File: config.mk
export PLATFORM = sky130hd
export DESIGN_NAME = stepper_pulse_sequencer
export DESIGN_NICKNAME = d
export VERILOG_FILES = /design/src/rtl/stepper_pulse_sequencer.sv
export SDC_FILE = /design/constraint.sdc
export NUM_CORES = 1
export LEC_CHECK = 0
export ABC_AREA = 1
export CAP_MARGIN = 20
export CORE_ASPECT_RATIO = 0.75
export CORE_MARGIN = 2
export CORE_UTILIZATION = 55
export DETAILED_ROUTE_END_ITERATION = 10
export GPL_TIMING_DRIVEN = 0
export PLACE_DENSITY = 0.78
export RECOVER_POWER = 50
export SYNTH_ARGS = -nofsm -noshare
export SYNTH_HDL_FRONTEND = slang
export SYNTH_SLANG_ARGS = --single-unit
File: constraint.sdc
create_clock -name clk_clk -period 2.35 [get_ports clk_clk]
set_input_delay 0.47 -clock clk_clk [delete_from_list [all_inputs] [get_ports clk_clk]]
set_output_delay 0.47 -clock clk_clk [all_outputs]
set_load 0.03 [all_outputs]
File: src/rtl/stepper_pulse_sequencer.sv
// Per-axis step/dir pulse generator executing one HPS move command with endstop and abort handling.
// Optional build macro STEPPER_POS_TRACK_EN adds a signed step position counter output.
module stepper_pulse_sequencer #(
    parameter int PULSE_W    = 20,
    parameter int DIR_SETUP  = 50,
    parameter int MIN_PERIOD = 100
) (
    input  logic        clk_clk,
    input  logic        reset_reset_n,
    input  logic [31:0] cmd_word,
    input  logic [31:0] cmd_period,
    input  logic        cmd_go,
    input  logic        cmd_abort,
    input  logic        endstop_min_n,
    output logic        step,
    output logic        dir,
    output logic [31:0] status_word,
    output logic        done,
    output logic        fault
`ifdef STEPPER_POS_TRACK_EN
    ,
    output logic signed [31:0] position
`endif
);

    typedef enum logic [2:0] {
        ST_IDLE  = 3'd0,
        ST_SETUP = 3'd1,
        ST_HIGH  = 3'd2,
        ST_LOW   = 3'd3,
        ST_HALT  = 3'd4
    } state_t;

    localparam logic [31:0] PULSE_W_C    = 32'(PULSE_W);
    localparam logic [31:0] PULSE_LOAD   = 32'(PULSE_W - 1);
    localparam logic [31:0] SETUP_LOAD   = 32'(DIR_SETUP - 1);
    localparam logic [31:0] MIN_PERIOD_C = 32'(MIN_PERIOD);

    state_t      state_q, state_d;
    logic [31:0] cnt_q, cnt_d;
    logic [31:0] period_q, period_d;
    logic [30:0] steps_tgt_q, steps_tgt_d;
    logic [30:0] steps_done_q, steps_done_d;
    logic        dir_q, dir_d;
    logic        done_q, done_d;
    logic        fault_q, fault_d;
    logic        step_q, busy_q;
    logic        go_q, go_q2, abort_q;
    logic        es_meta_q, es_sync_q;

    logic        go_pulse_s;
    logic        endstop_hit_s;
    logic        stop_s;
    logic        step_done_s;
    logic        busy_d_s;
    logic [31:0] period_clamped_s;
    logic [30:0] steps_inc_s;

    // Input registration: go/abort single stage, endstop two-stage synchroniser preset to "not hit"
    always_ff @(posedge clk_clk or negedge reset_reset_n) begin
        if (!reset_reset_n) begin
            go_q      <= 1'b0;
            go_q2     <= 1'b0;
            abort_q   <= 1'b0;
            es_meta_q <= 1'b1;
            es_sync_q <= 1'b1;
        end else begin
            go_q      <= cmd_go;
            go_q2     <= go_q;
            abort_q   <= cmd_abort;
            es_meta_q <= endstop_min_n;
            es_sync_q <= es_meta_q;
        end
    end

    assign go_pulse_s       = go_q & ~go_q2;
    assign endstop_hit_s    = ~es_sync_q;
    // The endstop only stops motion towards the switch, so the axis can back off it.
    assign stop_s           = abort_q | (endstop_hit_s & ~dir_q);
    assign period_clamped_s = (cmd_period < MIN_PERIOD_C) ? MIN_PERIOD_C : cmd_period;
    assign steps_inc_s      = steps_done_q + 31'd1;

    // Next-state and datapath decisions for the move sequencer
    always_comb begin
        state_d      = state_q;
        cnt_d        = cnt_q;
        period_d     = period_q;
        steps_tgt_d  = steps_tgt_q;
        steps_done_d = steps_done_q;
        dir_d        = dir_q;
        done_d       = done_q;
        fault_d      = fault_q;
        step_done_s  = 1'b0;

        case (state_q)
            ST_IDLE: begin
                if (go_pulse_s) begin
                    dir_d        = cmd_word[31];
                    steps_tgt_d  = cmd_word[30:0];
                    steps_done_d = 31'd0;
                    done_d       = 1'b0;
                    fault_d      = 1'b0;
                    if (cmd_word[30:0] == 31'd0) begin
                        state_d = ST_HALT;
                        done_d  = 1'b1;
                    end else begin
                        state_d = ST_SETUP;
                        cnt_d   = SETUP_LOAD;
                    end
                end else begin
                    state_d = ST_IDLE;
                end
            end
            ST_SETUP: begin
                if (stop_s) begin
                    fault_d = 1'b1;
                    state_d = ST_HALT;
                end else if (cnt_q == 32'd0) begin
                    state_d  = ST_HIGH;
                    cnt_d    = PULSE_LOAD;
                    period_d = period_clamped_s;
                end else begin
                    cnt_d = cnt_q - 32'd1;
                end
            end
            ST_HIGH: begin
                // Stop requests wait for the pulse to finish so the driver never sees a runt.
                if (cnt_q == 32'd0) begin
                    step_done_s = 1'b1;
                    if (stop_s) begin
                        state_d = ST_HALT;
                        if (steps_inc_s == steps_tgt_q) begin
                            done_d = 1'b1;
                        end else begin
                            fault_d = 1'b1;
                        end
                    end else begin
                        state_d = ST_LOW;
                        cnt_d   = period_q - PULSE_W_C - 32'd1;
                    end
                end else begin
                    cnt_d = cnt_q - 32'd1;
                end
            end
            ST_LOW: begin
                if (stop_s) begin
                    state_d = ST_HALT;
                    if (steps_done_q == steps_tgt_q) begin
                        done_d = 1'b1;
                    end else begin
                        fault_d = 1'b1;
                    end
                end else if (cnt_q == 32'd0) begin
                    if (steps_done_q == steps_tgt_q) begin
                        done_d  = 1'b1;
                        state_d = ST_HALT;
                    end else begin
                        state_d  = ST_HIGH;
                        cnt_d    = PULSE_LOAD;
                        period_d = period_clamped_s;
                    end
                end else begin
                    cnt_d = cnt_q - 32'd1;
                end
            end
            ST_HALT: begin
                state_d = ST_IDLE;
            end
            default: begin
                state_d = ST_IDLE;
            end
        endcase

        if (step_done_s) begin
            steps_done_d = steps_inc_s;
        end else begin
            steps_done_d = steps_done_d;
        end
    end

    assign busy_d_s = (state_d == ST_SETUP) || (state_d == ST_HIGH) || (state_d == ST_LOW);

    // Sequencer state, counters and registered outputs
    always_ff @(posedge clk_clk or negedge reset_reset_n) begin
        if (!reset_reset_n) begin
            state_q      <= ST_IDLE;
            cnt_q        <= 32'd0;
            period_q     <= 32'd0;
            steps_tgt_q  <= 31'd0;
            steps_done_q <= 31'd0;
            dir_q        <= 1'b0;
            done_q       <= 1'b0;
            fault_q      <= 1'b0;
            step_q       <= 1'b0;
            busy_q       <= 1'b0;
        end else begin
            state_q      <= state_d;
            cnt_q        <= cnt_d;
            period_q     <= period_d;
            steps_tgt_q  <= steps_tgt_d;
            steps_done_q <= steps_done_d;
            dir_q        <= dir_d;
            done_q       <= done_d;
            fault_q      <= fault_d;
            step_q       <= (state_d == ST_HIGH);
            busy_q       <= busy_d_s;
        end
    end

    assign step        = step_q;
    assign dir         = dir_q;
    assign status_word = {busy_q, steps_done_q};
    assign done        = done_q;
    assign fault       = fault_q;

`ifdef STEPPER_POS_TRACK_EN
    logic signed [31:0] pos_q;
    logic               es_hit_prev_q;

    // Position tracking; a fresh endstop hit while idle re-references the axis to zero
    always_ff @(posedge clk_clk or negedge reset_reset_n) begin
        if (!reset_reset_n) begin
            pos_q         <= 32'sd0;
            es_hit_prev_q <= 1'b0;
        end else begin
            es_hit_prev_q <= endstop_hit_s;
            if ((state_q == ST_IDLE) && endstop_hit_s && !es_hit_prev_q) begin
                pos_q <= 32'sd0;
            end else if (step_done_s) begin
                pos_q <= dir_q ? (pos_q + 32'sd1) : (pos_q - 32'sd1);
            end else begin
                pos_q <= pos_q;
            end
        end
    end

    assign position = pos_q;
`endif

endmodule

# Word level (Yosys, flattened, before mapping)
# Index checks and enable logic that the tools add are counted.
[word_totals] wordCells=115 regBits=139
[op_classes] reduce_logical=16 n_mux=49 n_eq_ne=24 n_bitwise=6 add_sub_neg=4 order_cmp=1
[ops] operator="$mux W32" n=15
[ops] operator="$pmux W32 S4" n=1
[ops] operator="$mux W31" n=3
[ops] operator="$pmux W32 S2" n=1
[ops] operator="$sub A32 B1 Y32 const B" n=2
[ops] operator="$eq A31 B31 Y1" n=2
[ops] operator="$logic_not A32 Y1" n=1
[ops] operator="$lt A32 B7 Y1 const B" n=1
[ops] operator="$sub A32 B5 Y32 const B" n=1
[ops] operator="$add A31 B1 Y31 const B" n=1
[ops] operator="$logic_not A31 Y1" n=1
[ops] operator="$mux W3" n=9
[ops] operator="$ne A2 B2 Y1 const B" n=13
[ops] operator="$mux W1" n=17
[ops] operator="$eq A3 B2 Y1 const B" n=4
[ops] operator="$pmux W3 S4" n=1
[ops] operator="$reduce_and A6 Y1" n=2
[ops] operator="$ne A3 B3 Y1 const B" n=3
[ops] operator="$reduce_and A8 Y1" n=1
[ops] operator="$reduce_and A7 Y1" n=1
[ops] operator="$eq A3 B1 Y1 const B" n=2
[ops] operator="$reduce_bool A2 Y1" n=3
[ops] operator="$pmux W1 S4" n=1
[ops] operator="$reduce_and A2 Y1" n=2
[ops] operator="other kinds (8)" n=12

# Logic depth before layout (Yosys ltp)
[depth] ltp_word=9 ltp_mapped=18

# Least setup slack after synthesis
# No wires, ideal clock.
[synth_timing] path_kind="register -> register" start="register steps_done_q[1]" end="register done_q, in the netlist done" required_ps=2232 arrival_ps=2106 stages_incl_launch_ff=15 path_buffers=0 path_slack_ps=126 path_cell_list="dfrtp_1 -> ha_1 -> nand2_1 -> nor2_4 -> nand2_4 -> nor2_1 -> nand2_1 -> xnor3_1 -> nand2_1 -> nor2_1 -> nand3_1 -> nand2_1 -> nand2_1 -> nand2_1 -> nand2_1"
[synth_via] elab_chain_cells=5 word_cells_on_any_way=9 classes_between="1 x add/sub; 3 x eq/ne; 4 x mux; 1 x reduce/logical"
[synth_rtl] item="from (decl)" line="43" text="logic [30:0] steps_done_q, steps_done_d;"
[synth_rtl] item="from (signal assigned)" line="201" text="steps_done_q <= steps_done_d;"
[synth_rtl] item="parallel branches: the longest is 5 deep, another holds $add A31 B1 Y31"
[synth_rtl] item="to (signal assigned)" line="203" text="done_q <= done_d;"
[synth_rtl] item="to (decl)" line="45" text="logic done_q, done_d;"
# Several ways; the timed one is not identified. The select of a mux whose other input is x is not followed.
# A chain may end at the register's enable or synchronous reset.

# Worst setup path after layout
[layout_timing] start="register steps_done_q[0]" end="register done_q, in the netlist done"
# Same word-level chain as after synthesis.

==> qor.csv <==
metric,value,unit
synth_flop_cell,dfrtp_1,
initial_core_util,55.6,%
clock_latency,430,ps
rsz0062_at_grt,true,
post_route_cells_drive_above_1_share,14.7,%
final_cell_mix,"nand2_1 (447), inv_1 (152), dfrtp_1 (122), nor2_1 (119), clkdlybuf4s50_1 (92)",
dieArea,17900,sq um
rows,41,
rrSetupSlack,-40,ps
timing.critical_path.to,done$_DFFE_PN0P_,
drc,0,
hold_class,reg -> reg,
finalSetupViolCount,1,
slew_headroom,14.1,%
synth-edff-count,0,
clock_tree.htree_level_count,4,
dr.pass1.iters,6,
fmax,419,MHz
min_period_over_period,102,%
grt_pass1_wl,46100,um
critPathMaxFanout,5,
yosysTopAreaCell,dfrtp_1,
setup_ws,-37.4,ps
start_kind,register,
drtIter0Drc,1173,
root_buffer,clkbuf_16,
antenna_found_initial,1,
wirelength,30700,um
p_leak,5.81,nW
power_density,825,nW/um^2
reg2regPathDepth,20,
synth.yosys.seq_area_share,37.6,%
core-area,16700,sq um
irDropWorstVdd,0.000479,V
status,"finished, violations left",
fillerInstances,1401,
post-place-cells,1670,
worstSetupPathType,reg -> reg,
hold_violations,0,
die_w,154,um
worstReg2RegStart,steps_done_q[0]$_DFFE_PN0P_,
finalInstanceArea,11900,sq um
r2r-end,done$_DFFE_PN0P_,
cap_violations,0,
grt-ovfl-total,0,
synth_top_area_share,37.0,%
die_h,116,um
cts-buffers-inserted,17,
wl_per_cell,17.7,um
cts_tree,done,
fin_skew,9.74,ps
synth_area_leaders,"dfrtp_1 (37%), nand2_1 (19%), inv_1 (6.2%), nor2_1 (6.1%), xor2_1 (5.6%)",
cts.path.max_buffers,2,
diodes,0,
cp-startpoint,steps_done_q[0]$_DFFE_PN0P_,
first_global_vias,8451,
synth_fp_nets,1423,
ys_ff_latch,139,
synth_area,9260,sq um
crit_arrival,2710,ps
syn2layout_area_growth,28.3,%
finalPower,9.81,mW
synth_cell_types,51,
min_period,2390,ps
ant_nets,0,
min_from,es_meta_q$_DFF_PN1_,
slew_violations,0,
synth_area_per_cell,6.86,sq um
path_clk_slew,70,ps
worstSetupEndpointType,register,
yosysWarnings,0,
cts.sinks,139,
worst_pin_slew,1290,ps
io_buffers,104,
grt_max_degree,91,
mostFrequentLayoutCell,nand2_1,
async_reset_ff_share,100,%
violations,setup timing,
instances_no_fill,1736,
viasPerCell,5.65,
required,2670,ps
placed_cell_area,10600,sq um
syn_inst,1350,
dr_total_vias,9808,
num_io_pins,105,
layout.nets,1582,
place.gp.congestion,0.991,
hpwl,22300,um
gr-usage-all-layers,33.8,%
==> Yosys cell counts, types with 3 or more instances <==
| master | n |
|---|---|
| nand3b_1 | 10 |
| a21oi_1 | 21 |
| o32ai_1 | 3 |
| xor2_1 | 59 |
| nand3_1 | 61 |
| nor2_2 | 12 |
| dfrtp_1 | 137 |
| o21ai_0 | 89 |
| buf_2 | 10 |
| or2_2 | 4 |
| nor2_4 | 12 |
| nor2_1 | 150 |
| nor4_1 | 12 |
| o22ai_1 | 27 |
| nand4_1 | 21 |
| buf_4 | 6 |
| inv_2 | 6 |
| ha_1 | 4 |
| inv_1 | 154 |
| nand2_1 | 463 |
| buf_6 | 4 |
| nor3_1 | 19 |
| a31oi_1 | 3 |
| o21ai_1 | 5 |
| clkbuf_1 | 8 |
| clkinv_1 | 3 |
| xnor2_1 | 15 |
==> kinds of logic (layout without fill, tap and decap cells) <==
group | count (synthesis) | after routing | synth area share (%)
simple gates | 775 | 775 | 36.0
buf+inv | 192 | 363 | 8.50
compound gates | 164 | 164 | 9.89
flops | 139 | 139 | 37.6
xor+xnor | 76 | 76 | 7.48
fa+ha+maj | 4 | 4 | 0.540
==> worst min path at each step <==
stage	end	slack, ps	cells past startpoint
3_5_place_dp	es_sync_q$_DFF_PN1_	360	0
6_report	es_sync_q$_DFF_PN1_	360	0
5_1_grt	es_sync_q$_DFF_PN1_	360	0
4_1_cts	es_sync_q$_DFF_PN1_	360	0
3_3_place_gp	es_sync_q$_DFF_PN1_	350	0
2_1_floorplan	abort_q$_DFF_PN0_	170	0
==> final cells by class <==
cell class,instances,area (sq um),share of cell area (%)
multi-input cells,1019,5380,45.3
inverters,163,619,5.21
clock inverters,14,148,1.24
plain buffers,28,191,1.61
clock buffers,17,425,3.58
repair buffers,141,1350,11.4
flip-flops and latches,139,3500,29.4
well taps,215,269,2.26
==> flip-flops by register name, summed over array words and instances (netlist names) <==
name and cells:
done 1, fault 1, es_sync_q 1, step 1
abort_q 1, steps_done_q 31, state_q 3, period_q 32
busy_q 1, steps_tgt_q 31, go_q2 1, dir 1
es_meta_q 1, cnt_q 32, go_q 1
==> metal layers <==
layer / track usage [%] / wire length [um]
met4: 7.10 / 418
met5: 0 / 0
met3: 10.2 / 3650
met1: 52.8 / 14200
met2: 45.8 / 12500
==> repair_timing <==
item | in CTS | in global routing
setup buffers | 7 | 28
pin swaps | 2 | 31
endpoints found under the setup margin | 72 | 128
hold endpoints to repair | 6 | 0
hold buffers | 1 | 0
gates resized for setup | 26 | 102
==> through the flow <==
step                hold slack, ps  util (%)  TNS (ps)  worst slack (ps)
CTS                            361      68.0         0              6.51
finish                         358      71.3     -37.4             -37.4
detailed placement             356      63.6    -18620              -510
global placement               346      63.4   -682710             -4820
floorplan                      174         -         0               126
global route                   365      71.3      -892              -212
==> worst max-delay path: stages (launching register included) <==
cell	delay (ps)
dfrtp_2	390
buf_6	110
ha_4	150
nand2_4	80
nor2_4	180
buf_6	130
nand2_2	50
nand2_1	80
nand2_1	70
nor2_1	130
nand2_1	110
nor2_2	120
nand2_1	50
inv_1	50
nand2_1	60
nor2_1	120
nand3_1	140
nand2_1	120
nand2_1	50
nand2_1	50
nand2_1	40
==> power breakdown <==
group          total [mW]  leakage, nW  internal (mW)  switching, mW
sequential           3.36         1.70           2.84          0.521
combinational        3.75         3.82           1.41           2.34
clock                2.69        0.279           1.56           1.13
total                9.81         5.81           5.81           4.00
No activity file was read; power rests on OpenSTA's default activity.
==> variant: new RTL, same settings <==
Put a register stage on the output `status_word`, with the module's reset. The value now appears one clock later. The other outputs are not delayed to match.
--- a/src/rtl/stepper_pulse_sequencer.sv
+++ b/src/rtl/stepper_pulse_sequencer.sv
@@ -210,5 +210,11 @@
     assign step        = step_q;
     assign dir         = dir_q;
-    assign status_word = {busy_q, steps_done_q};
+    always_ff @(posedge clk_clk or negedge reset_reset_n) begin
+        if (!reset_reset_n) begin
+            status_word <= '0;
+        end else begin
+            status_word <= {busy_q, steps_done_q};
+        end
+    end
     assign done        = done_q;
     assign fault       = fault_q;
Formal check against the unedited RTL: not equivalent (Yosys sat finds a counterexample within 4 cycles, from zero or initial values and one cycle with reset_reset_n low).
==> variant against the unedited design <==
Critical path depth decreased by 6. Synthesized area up 5.8%. Total power is 22% higher. Clock skew increased by 0.0041 ns. Worst setup slack improved by 0.014 ns. Routed wire length rose by 2.7%. The run still ends with negative setup slack left. Cell area is 8.1% higher. Sequential cell count is 32 higher.
==> variant: results (changes against the unedited design) <==
Synth Area in Adders -> 0.3831% (-0.16 points)
GPL Wtd Cong -> 0.9642 (-2.7%)
FF-to-FF Start -> cnt_q[1]
Synth top cells by count -> nand2_1 (430), dfrtp_1 (169), nor2_1 (149)
Sequential area share after synthesis -> 43.70% (+6.1 points)
Total GRT Usage -> 32.86% (-0.98 points)
Placed instance area -> 11170 sq um (+5.4%)
Fin cells -> 1759 (+1.3%)
Maximum VDD drop -> 0.5488 mV (+15%)
Final Hold Slack -> 0.3542 ns (-0.004248 ns)
RR Endpoint -> cnt_q[19]
Nets -> 1577 (-0.32%)
Post-synthesis cell type count -> 48 (-5.9%)
Worst path slowest cell -> dfrtp_1
Hold EP -> status_word[31]
Setup violators final -> 6 (+5)
Fin worst setup slack -> -0.02324 ns (+0.01413 ns)
WL final -> 31580 um (+2.7%)
Antenna violations before repair -> 0 (-1)
LEAKAGE -> 6.055 nW (+4.3%)
Internal -> 7.230 mW (+24%)
Share of cells above drive strength 1 -> 16.74% (+2.0 points)
TritonRoute pass-1 iters -> 7 (+1)
Vias -> 9933 (+1.3%)
Largest regs -> cnt_q (32), period_q (32), status_word (32)
Placed Cells -> 1661 (-0.54%)
Number of global-route vias before repair -> 8733 (+3.3%)
Status -> finished with violations
Compound-Gate Fraction of Synth Area -> 8.428% (-1.5 points)
DR iter-0 viols -> 1293 (+10%)
Port bufs -> 104 (unchanged)
Clock skew -> 0.01385 ns (+0.004111 ns)
Syn Area/Cell -> 7.457 sq um (+8.7%)
First-pass GRT wire length -> 46960 um (+1.8%)
Failing checks -> negative setup slack
Final TNS setup -> -0.04521 ns (-0.007848 ns)
Setup WS pre-CTS -> -0.5820 ns (-0.07157 ns)
Slew headroom -> 52.97% (+39 points)
Xor-xnor portion of the synthesized cell area -> 8.671% (+1.2 points)
Worst Path Max Fanout -> 7 (+2)
Post-DP HPWL -> 22100 um (-0.92%)
Largest net degree at the start of global routing -> 110 (+21%)
Area contributors post-synth -> dfrtp_1 (43%), nand2_1 (16%), xor2_1 (6.4%)
[variant: changes by cell type after synthesis, sizes merged, moves of 8 or more]
cell | before | now
xnor2 | 15 | 25
nand2 | 465 | 435
o21ai | 95 | 87
dfrtp | 137 | 169
nor2 | 174 | 162
inv | 160 | 131
xor2 | 59 | 72
[variant: worst max-delay path by stage]
stage	start	end	slack [ns]	depth (start not counted)
floorplan	steps_done_q[0]	fault	0.24	13
global placement	reset_reset_n	period_q[22]	-6.01	1
detailed placement	cmd_word[8]	cnt_q[9]	-0.58	9
CTS	steps_done_q[4]	fault	-0.02	16
global route	cnt_q[1]	cnt_q[30]	-0.13	15
finish	cnt_q[1]	cnt_q[19]	-0.02	14
[variant: per-layer routing]
metal	global-route usage (%)	vias up	wire length [um]
met5	0	-	0
met2	42.34	611	12620
met4	7.207	0	441
li1	-	4595	-
met3	12.31	48	4410
met1	51.80	4679	14100
[variant: power by group through the flow]
stage                     Clock (mW)  Combinational [mW]  Sequential, mW
after floorplan                    0                2.51            4.08
after global placement             0                3.43            4.28
after detailed placement           0                3.52            4.29
after CTS                       3.09                3.94            4.27
after global routing            3.23                4.97            4.41
final                           3.07                4.55            4.34
[variant: final cells by class]
| type | instances | area (sq um) |
|---|---|---|
| fill | 1374 | 4705 |
| buffer | 29 | 214.0 |
| multi-input combinational | 982 | 5275 |
| tap | 242 | 302.8 |
| sequential | 171 | 4305 |
| inverter | 131 | 501.7 |
| timing repair buffer | 173 | 1617 |
| clock buffer | 20 | 446.7 |
| clock inverter | 11 | 185.2 |
[variant: repair_timing]
item	CTS	global route
gates resized for setup	49	118
cloned	1	1
setup buffers	38	29
pin swaps	17	41
setup endpoints to repair	99	117
hold buffers	1	0
endpoints found under the hold margin	27	0
